$ cat src/rtl/modn_down_counter.sv
// Mod-N down counter/timer: counts modulus-1 down to 0, then emits a one-cycle tc pulse.
// Auto-reload or one-shot; the modulus can be replaced at runtime with load.
module modn_down_counter #(
  parameter int WIDTH = 4,
  parameter int N     = 10
) (
  input  logic             clk,
  input  logic             rst_n,
  input  logic             en,
  input  logic             load,
  input  logic [WIDTH-1:0] load_val,
  input  logic             one_shot,
  output logic [WIDTH-1:0] count,
  output logic             tc,
  output logic             done
);

  typedef enum logic {RUN, HALT} state_t;

  // A modulus of 2^WIDTH is stored as 0, so modulus-1 wraps to all-ones naturally.
  localparam logic [WIDTH-1:0] RST_MOD   = WIDTH'(N);
  localparam logic [WIDTH-1:0] RST_COUNT = WIDTH'(N - 1);
  localparam logic [WIDTH-1:0] ONE       = WIDTH'(1);

  state_t           state, state_nxt;
  logic [WIDTH-1:0] mod_reg, mod_nxt, count_nxt;
  logic             tc_nxt, done_nxt;
  logic             expire;

  assign expire = (state == RUN) && en && (count == '0);

  always_ff @(posedge clk or negedge rst_n) begin
    if (!rst_n) begin
      state   <= RUN;
      mod_reg <= RST_MOD;
      count   <= RST_COUNT;
      tc      <= 1'b0;
      done    <= 1'b0;
    end else begin
      state   <= state_nxt;
      mod_reg <= mod_nxt;
      count   <= count_nxt;
      tc      <= tc_nxt;
      done    <= done_nxt;
    end
  end

  // Only load leaves HALT; one_shot is looked at solely on the expiry edge.
  always_comb begin
    state_nxt = state;
    if (load) begin
      state_nxt = RUN;
    end else if (expire && one_shot) begin
      state_nxt = HALT;
    end
  end

  always_comb begin
    mod_nxt   = mod_reg;
    count_nxt = count;
    tc_nxt    = 1'b0;
    done_nxt  = done;
    if (load) begin
      mod_nxt   = load_val;
      count_nxt = load_val - ONE;
      done_nxt  = 1'b0;
    end else if (state == RUN && en) begin
      if (count != '0) begin
        count_nxt = count - ONE;
      end else begin
        tc_nxt = 1'b1;
        if (one_shot) begin
          done_nxt = 1'b1;
        end else begin
          count_nxt = mod_reg - ONE;
        end
      end
    end
  end

endmodule

$ cat config.mk
export PLATFORM = sky130hd
export DESIGN_NAME = modn_down_counter
export DESIGN_NICKNAME = d
export VERILOG_FILES = /design/src/rtl/modn_down_counter.sv
export SDC_FILE = /design/constraint.sdc
export NUM_CORES = 1
export LEC_CHECK = 0
export ABC_AREA = 1
export CAP_MARGIN = 20
export CORE_AREA = 5 5 42 44
export CTS_BUF_LIST = sky130_fd_sc_hd__clkbuf_4
export CTS_CLUSTER_DIAMETER = 120
export DETAILED_ROUTE_END_ITERATION = 10
export DIE_AREA = 0 0 47 49
export PLACE_DENSITY = 0.85
export SYNTH_ARGS = -nofsm -noshare
export SYNTH_HDL_FRONTEND = slang
export SYNTH_SLANG_ARGS = --single-unit
export TNS_END_PERCENT = 30
$ cat constraint.sdc
create_clock -name clk -period 2.95 [get_ports clk]
set_clock_uncertainty 0.1 [all_clocks]
set_input_delay 0.295 -clock clk [delete_from_list [all_inputs] [get_ports clk]]
set_output_delay 0.295 -clock clk [all_outputs]
set_load 0.005 [all_outputs]
# --- Word level (Yosys, flattened, before mapping) ---
# Cells that the tools add are included.
totals:
  regBits: 11
  in_bits: 9
  out_inout_bits: 6
  elab_cells: 34
classes:
  n_addsub: 3
  eq_ne: 2
  muxes: 13
  bitwise_logic: 1
  n_reduce_logical: 10
ops:
  columns: ["cell", "count"]
  rows:
  - ["$mux 4", 4]
  - ["$sub 4x1->4 const B", 3]
  - ["$mux 1", 9]
  - ["$reduce_bool 2->1", 3]
  - ["$logic_not 4->1", 1]
  - ["$reduce_bool 4->1", 1]
  - ["$logic_and 1x1->1", 3]
  - ["$ne 3x2->1 const B", 1]
  - ["$reduce_and 3->1", 1]
  - ["$ne 2x2->1 const B", 1]
  - ["$reduce_and 2->1", 1]
  - ["$not 1->1", 1]

# --- Logic depth before layout (Yosys ltp) ---
# Gate-level depths: netlist (run 1).
logic_depth:
  word_depth: 6
  depth_mapped: 11
  ltp_nobuf: 11

# --- Least setup slack after synthesis (run 1) ---
# Ideal clock, no wire load.
synth_timing:
  path_type: "flip-flop to flip-flop"
  from: "register count[3]"
  to: "register count[2]"
  setup_ps: 122
  arrival_time_ps: 1263
  slack_ps: 1465
  stages_incl_launch_ff: 9
  period_less_slack_ps: 1485
  path_cell_list: "dfstp_2 > nor2_4 > nand3_1 > nand2_1 > nand2_1 > nand2_2 > ha_1 > xnor2_1 > o21ai_1"
synth_via:
  elab_chain_len: 4
  word_cells_on_any_way: 6
  cone_classes: "1 x eq/ne; 3 x mux; 2 x reduce/logical"
synth_lines:
  columns: ["item", "line_no", "text"]
  rows:
  - ["start, declared", "13", "output logic [WIDTH-1:0] count,"]
  - ["start signal, assigned", "42", "count <= count_nxt;"]
  - ["$reduce_bool 4->1 (*)", "68", "if (count != '0) begin"]
  - ["$mux 4", "68", null]
  - ["$mux 4", "67", "end else if (state == RUN && en) begin"]
  - ["$mux 4", "63", "if (load) begin"]
# Mark *: on every way between the ends. The rest lies on a longest branch, timed or not. The select of a mux whose other input is x is not followed.
# A chain may end at the register's enable or synchronous reset.

# --- Final worst setup path (run 1) ---
layout_timing:
  from: "input port load"
  to: "register count[1]"
layout_via:
  elab_chain_len: 2
  word_cells_on_any_way: 4
  cone_classes: "1 x eq/ne; 1 x mux; 2 x reduce/logical"
layout_lines:
  columns: ["item", "line_no", "text"]
  rows:
  - ["start, declared", "10", "input logic load,"]
  - ["$ne 3x2->1 (no line) or $reduce_bool 2->1 (tied branches)", null, null]
  - ["$reduce_and 2->1 (no line)", null, null]
# Parallel ways exist; a longest one is shown, timed or not.

==> results of run 1 <==
==> path summary, 6_finish.rpt <==
kind                                          endpoint  slack, ns  cells after the start
worst max-delay path              count[1]$_DFFE_PN0P_       1.04                      6
worst min-delay path            mod_reg[2]$_DFFE_PN0P_       0.25                      1
worst max register to register    count[2]$_DFFE_PN0P_       1.37                      9
worst min register to register  mod_reg[3]$_DFFE_PN1P_       0.40                      2
max in group asynchronous       mod_reg[1]$_DFFE_PN1P_       2.15                      1
min in group clk                mod_reg[3]$_DFFE_PN1P_       0.40                      2
==> kinds of logic (layout without fill, tap and decap cells) <==
family / Yosys count / after routing / share of synthesized area [%]
AO/OA/AOI/OAI: 9 / 9 / 8.284
XOR/XNOR: 1 / 1 / 1.381
adder cells (fa/ha/maj): 1 / 1 / 1.972
buffers and inverters: 14 / 31 / 9.466
flip-flops: 11 / 11 / 44.18
AND/OR/NAND/NOR: 43 / 43 / 34.71
==> cell usage after synthesis <==
cell type	n	area, um^2
sky130_fd_sc_hd__o21ai_0	4	20.02
sky130_fd_sc_hd__nand3_1	4	20.02
sky130_fd_sc_hd__nand2_1	23	86.33
sky130_fd_sc_hd__buf_6	1	11.26
sky130_fd_sc_hd__dfrtp_1	7	175.2
sky130_fd_sc_hd__inv_1	12	45.04
sky130_fd_sc_hd__nand2_2	3	18.77
sky130_fd_sc_hd__a21oi_1	2	10.01
sky130_fd_sc_hd__nor2_2	4	25.02
sky130_fd_sc_hd__nand4_1	1	6.260
sky130_fd_sc_hd__inv_2	1	3.750
sky130_fd_sc_hd__a21oi_2	1	8.760
sky130_fd_sc_hd__xnor2_1	1	8.760
sky130_fd_sc_hd__nor2_4	2	22.52
sky130_fd_sc_hd__or2_1	1	6.260
sky130_fd_sc_hd__nor2_1	2	7.510
sky130_fd_sc_hd__o21ai_2	1	8.760
sky130_fd_sc_hd__dfstp_2	4	105.1
sky130_fd_sc_hd__ha_1	1	12.51
sky130_fd_sc_hd__nor3_1	1	5.000
sky130_fd_sc_hd__nand2_4	2	22.52
sky130_fd_sc_hd__o21ai_1	1	5.000
==> routing by layer <==
metal	up-vias	GRT usage (%)
met5	-	0
met2	17	19.46
met1	224	14.48
met3	5	2.214
li1	274	-
met4	0	8.295
==> through the flow <==
| step | instance area (um^2) | utilization (%) | std cells | hold slack [ns] |
|---|---|---|---|---|
| finish | 813.3 | 58.04 | 112 | 0.2486 |
| global route | 813.3 | 58.04 | 112 | 0.2943 |
| CTS | 813.3 | 58.04 | 112 | 0.2696 |
| detailed placement | 783.3 | 55.89 | 108 | 0.3932 |
| global placement | 783.3 | 55.89 | 108 | 0.3720 |
| floorplan | 634.4 | - | 79 | -0.1006 |
==> report_power, final <==
part           internal [mW]  switching [mW]
registers              0.193          0.0389
clock network         0.0617          0.0531
logic                  0.116           0.122
total                  0.370           0.214
==> final cells by class <==
cell class	instances	area [um^2]
clock buffer	4	30.03
tap	16	20.02
sequential	11	280.3
timing repair buffer	14	140.1
fill	135	588.1
inverter	13	48.80
multi-input combinational	54	294.0
==> worst max-delay path, delay by kind of cell <==
kind / cells / cell delay [ns]
adders and majority gates: 1 / 0.23
buffers and inverters: 2 / 0.97
and+or+nand+nor: 2 / 0.37
AOI/OAI and AO/OA: 1 / 0.16
==> flow_summary.rst, run 1 <==
.. list-table::
   :header-rows: 1

   * - Metric
     - Value
   * - RSZ-0062 raised after global routing
     - false
   * - Count of pins on the block boundary
     - 15
   * - Final critical delay including setup and external delays
     - between 1.5 and 2 ns
   * - Endpoint type of the worst setup path
     - flop
   * - Leakage dissipation
     - 0.4049 nW
   * - Global-route wire length before repair
     - 2063 um
   * - Top routing layer in use
     - met4
   * - CTS tree
     - yes
   * - Average wire length per cell after detail routing
     - approximately 11 um
   * - Max transition margin
     - about two thirds
   * - Post-layout nets
     - 107
   * - Wire length on met2
     - 580 um
   * - Floorplan core area
     - 0.001401 mm^2
   * - Fraction of final layout cells with drive strength greater than 1
     - between 20% and 30%
   * - Average vias per placed instance
     - around 4.6
   * - Count of clock tree sinks
     - 11
   * - Number of diodes added for antenna fixing
     - 0
   * - Max rail drop VDD
     - slightly above 0.0004 V
   * - Post-Route M1 WL
     - about 520 um
   * - Detail Route met3 WL
     - roughly 88 um
   * - Number of buffers created by CTS
     - 3
   * - Initial antenna violation count
     - 0
   * - Setup violations, final
     - 0
   * - Netlist Area Pre-Place
     - between 600 and 700 um^2
   * - Detailed Place HPWL
     - slightly below 1000 um
   * - Leading cell types in the layout, fill and taps excluded
     - 23 x sky130_fd_sc_hd__nand2_1, 14 x sky130_fd_sc_hd__clkdlybuf4s50_1, 12 x sky130_fd_sc_hd__inv_1
   * - Delay of the slowest cell on the worst path
     - approximately 0.75 ns
   * - Number of hold-repair buffers added at the cts stage
     - 0
   * - Worst Path Arrival
     - about 2.0 ns
   * - Worst-path maximum fanout
     - 12
   * - Sequential fraction of the synthesis area
     - about 44%
   * - CTS Root Buffer Type
     - sky130_fd_sc_hd__clkbuf_4
   * - Smallest setup slack after layout
     - 1.036 ns
   * - Overflow left after global routing
     - 0
   * - Clock latency reported for the late side of the worst-skew pair
     - between 0.2 and 0.3 ns
   * - Layout overhead on the synthesized area
     - 28.21%
   * - Maximum achievable frequency
     - about 520 MHz
   * - Number of maximum-capacitance constraint violations
     - 0
   * - Tightest Hold Check Type
     - in2async
   * - Deepest level of the CTS H-tree
     - 1
   * - Die width
     - ~47 um
   * - DRC errors left
     - 0
   * - Count of TritonRoute iterations in the first routing pass
     - 4
   * - Pin count of the biggest net entering global routing
     - 13
   * - Remaining number of nets flagged by the antenna check after routing
     - 0
   * - Most common cell after layout, fill and taps aside
     - sky130_fd_sc_hd__nand2_1
   * - Post-Synthesis Mean Instance Area
     - around 8.0 um^2
   * - Total power per unit cell area
     - approximately 720 mW/mm^2
   * - Number of different library cells in the post-synthesis netlist
     - 22
   * - Kind of critical path
     - in2reg
   * - PortBufs
     - 14
   * - Starting Density
     - a little under half
   * - Tot GR Track Use
     - approximately an eighth
   * - Pre-CTS setup slack
     - roughly 0.74 ns
   * - Number of global-route vias before repair
     - between 500 and 600
   * - Syn Inst Count
     - between 70 and 80
   * - Crit Reg-Reg Startpoint
     - count[1]$_DFFE_PN0P_
   * - Wire length reported by the detailed router
     - 1225 um
   * - Die ar.
     - between 0.002 and 0.0025 mm^2
   * - Reg clk slew, reported paths
     - ~0.07 ns
   * - Maximum count of clock buffers along a single path
     - 2
   * - Initial detailed-routing violation count
     - 5
   * - Mapped Nets
     - 89
   * - Transition time at the pin with the least slew margin
     - 0.4937 ns
   * - Number of vias in the routed layout
     - 520
   * - Yosys warning total
     - 0
   * - Setup TNS
     - 0 ns
   * - Count of pins over their slew limit
     - 0
   * - Total Power
     - ~0.58 mW
   * - Ordered cell list for the critical path
     - clkdlybuf4s50_1 -> inv_1 -> or2_1 -> nand2_2 -> ha_1 -> o21ai_0
   * - Final number of hold-violating endpoints
     - 0
   * - Final weighted congestion in routability-driven placement
     - about 0.84
   * - Yosys reg bits
     - 11
   * - Critical-path cell with the highest stage delay
     - sky130_fd_sc_hd__clkdlybuf4s50_1
   * - Run status
     - finished clean
   * - Setup bufs post-CTS
     - 0
   * - Post-cts resize count
     - 0
   * - Standard-cell row count
     - 14
   * - Startpoint class of the critical path
     - primary input
   * - Final worst path period share
     - about two thirds
   * - Crit path from
     - load
   * - Die outline height
     - approximately 49 um
   * - Required arrival time at the worst endpoint
     - 3.05 ns
No activity file was read; power rests on OpenSTA's default activity.
==> run 2, diff against run 1 <==
==> constraint.sdc (replaced) <==
create_clock -name clk -period 1.9 [get_ports clk]
set_clock_uncertainty 0.1 [all_clocks]
set_input_delay 0.19 -clock clk [delete_from_list [all_inputs] [get_ports clk]]
set_output_delay 0.19 -clock clk [all_outputs]
set_load 0.005 [all_outputs]
==> run 2 against run 1 <==
Effect of this change: die area unchanged; critical path depth decreased by 5; hold slack worse by 0.088 ns; core utilization is 1.1 points higher; wire length down 0.90%; power is 55% higher; clock power grew 50%; non-clock buffer count increased by 2; global-route usage is 0.71 points higher; via count increased by 1.9%; register-to-register slack worse by 1.1 ns; critical path type is now reg2out; critical endpoint is now count[3]; largest cell class unchanged.
==> flow_summary.rst, run 2 (synthesized netlist as in run 1, its figures left out) <==
.. list-table::
   :header-rows: 1

   * - Metric
     - Value
   * - Post-cts resize count
     - 0
   * - FF+latch area
     - between 200 and 300 um^2
   * - Number of buffers created by CTS
     - 3
   * - Delay of the slowest cell on the worst path
     - 0.58 ns
   * - Total Power
     - 0.9036 mW
   * - Final weighted congestion in routability-driven placement
     - 0.8859
   * - Worst Path Arrival
     - 1.35 ns
   * - DRC errors left
     - 0
   * - Post-Layout Cell Count
     - about 110
   * - Maximum achievable frequency
     - between 600 and 700 MHz
   * - Total placed cells including tap cells
     - 110
   * - CTS Root Buffer Type
     - sky130_fd_sc_hd__clkbuf_4
   * - Count of pins over their slew limit
     - 0
   * - Total area of multi-input combinational cells
     - slightly below 300 um^2
   * - Count of buffering cells on the critical path with inverters included
     - 1
   * - RSZ-0062 raised after global routing
     - false
   * - Kind of critical path
     - reg2out
   * - Reg clk slew, reported paths
     - about 0.070 ns
   * - Required arrival time at the worst endpoint
     - between 1.5 and 2 ns
   * - Max transition margin
     - between 60% and 70%
   * - Average vias per placed instance
     - around 4.6
   * - Clock latency reported for the late side of the worst-skew pair
     - ~0.27 ns
   * - Remaining number of nets flagged by the antenna check after routing
     - 0
   * - Die ar.
     - 0.002303 mm^2
   * - Endpoint type of the worst setup path
     - primary output
   * - Total power per unit cell area
     - 1091 mW/mm^2
   * - Final critical delay including setup and external delays
     - 1.643 ns
   * - Count of clock tree sinks
     - 11
   * - Fraction of final layout cells with drive strength greater than 1
     - about 24%
   * - Standard-cell row count
     - 14
   * - Initial detailed-routing violation count
     - 7
   * - Setup TNS
     - 0 ns
   * - Number of maximum-capacitance constraint violations
     - 0
   * - Die width
     - 47 um
   * - Global-route wire length before repair
     - 2125 um
   * - Startpoint class of the critical path
     - flop
   * - Number of hold-repair buffers added at the cts stage
     - 0
   * - Smallest setup slack after layout
     - ~0.26 ns
   * - Pre-CTS setup slack
     - roughly 0.17 ns
   * - Pin count of the biggest net entering global routing
     - 12
   * - Worst-path maximum fanout
     - 4
   * - Max rail drop VDD
     - 0.0006300 V
   * - Detailed Place HPWL
     - between 900 and 1000 um
   * - Crit-path leading delay family
     - flip-flops
   * - Post-layout nets
     - ~110
   * - Fill cell count
     - 126
   * - Final worst path period share
     - 86.49%
   * - Final cell utilization of the core
     - 59.11%
   * - Ordered cell list for the critical path
     - clkdlybuf4s50_1
   * - Setup bufs post-CTS
     - 0
   * - Setup violations, final
     - 0
   * - Initial antenna violation count
     - 0
   * - Most common cell after layout, fill and taps aside
     - sky130_fd_sc_hd__nand2_1
   * - Total placed instance area
     - ~800 um^2
   * - Number of vias in the routed layout
     - 530
   * - Number of global-route vias before repair
     - ~530
   * - Deepest level of the CTS H-tree
     - 1
   * - Critical-path cell with the highest stage delay
     - sky130_fd_sc_hd__dfstp_2
   * - Min Hold Slack
     - 0.1606 ns
   * - Count of pins on the block boundary
     - 15
   * - Tot GR Track Use
     - around an eighth
   * - Tightest Hold Check Type
     - in2async
   * - Maximum count of clock buffers along a single path
     - 2
   * - Transition time at the pin with the least slew margin
     - approximately 0.51 ns
   * - Number of diodes added for antenna fixing
     - 0
   * - Layout overhead on the synthesized area
     - 30.57%
   * - CTS tree
     - yes
   * - Average wire length per cell after detail routing
     - 10.65 um
   * - Leakage dissipation
     - between 0.4 and 0.5 nW
   * - Count of TritonRoute iterations in the first routing pass
     - 4
   * - Final standard cell area without fillers
     - 828.3 um^2
   * - Wire length reported by the detailed router
     - between 1000 and 1500 um
   * - Run status
     - finished clean
   * - Final number of hold-violating endpoints
     - 0
   * - Floorplan core area
     - approximately 0.0014 mm^2
   * - Die outline height
     - 49 um
   * - Leading cell types in the layout, fill and taps excluded
     - 23 x sky130_fd_sc_hd__nand2_1, 14 x sky130_fd_sc_hd__clkdlybuf4s50_1, 12 x sky130_fd_sc_hd__inv_1
   * - PortBufs
     - 14
   * - Overflow left after global routing
     - 0
   * - Starting Density
     - about 45%
-- run 2: cell count changes in the layout (fill, tap and decap cells not counted) --
cell                    before  now
sky130_fd_sc_hd__buf_4       0    2
-- run 2: layout make-up --
cell class	instances	share of cell area, %
repair buffers	16	18.73
inverters	13	5.891
well taps	16	2.417
multi-input cells	54	35.50
clock buffers	4	3.625
flip-flops and latches	11	33.84
-- run 2: power breakdown --
part	switching [mW]	internal (mW)	total, mW
registers	0.0609	0.299	0.360
logic	0.189	0.183	0.372
clock network	0.0762	0.0955	0.172
total	0.326	0.578	0.904
-- run 2: routing by layer --
layer  routed length [um]  GRT usage, %
met5                    0             0
met4                   11         9.677
met3                   77         3.321
met2                  545         17.42
met1                  580         17.42
-- run 2: final timing paths --
check	from	depth (start not counted)	slack, ns	endpoint
hold reg to reg	mod_reg[3]$_DFFE_PN1P_	2	0.39	mod_reg[3]$_DFFE_PN1P_
max in group asynchronous	rst_n	1	1.18	mod_reg[1]$_DFFE_PN1P_
setup / recovery	count[3]$_DFFE_PN1P_	1	0.26	count[3]
setup reg to reg	count[1]$_DFFE_PN0P_	9	0.30	count[2]$_DFFE_PN0P_
hold / removal	rst_n	1	0.16	mod_reg[0]$_DFFE_PN0P_
min in group clk	load_val[3]	3	0.36	mod_reg[3]$_DFFE_PN1P_
-- run 2: worst reg2reg max path, delay by kind of cell, from the launching register on --
family,cells,cell delay [ns]
simple gates,6,0.51
flops,1,0.45
fa+ha+maj,1,0.21
xor+xnor,1,0.15
compound gates,1,0.07
==> run 3, diff against run 2 <==
--- a/config.mk
+++ b/config.mk
@@ -12,6 +12,7 @@
 export CTS_CLUSTER_DIAMETER = 120
 export DETAILED_ROUTE_END_ITERATION = 10
 export DIE_AREA = 0 0 47 49
+export HOLD_SLACK_MARGIN = 0.15
 export PLACE_DENSITY = 0.85
 export SYNTH_ARGS = -nofsm -noshare
 export SYNTH_HDL_FRONTEND = slang
==> results of run 3 <==
The final DEF is identical to that of run 2; final timing and power are the same.
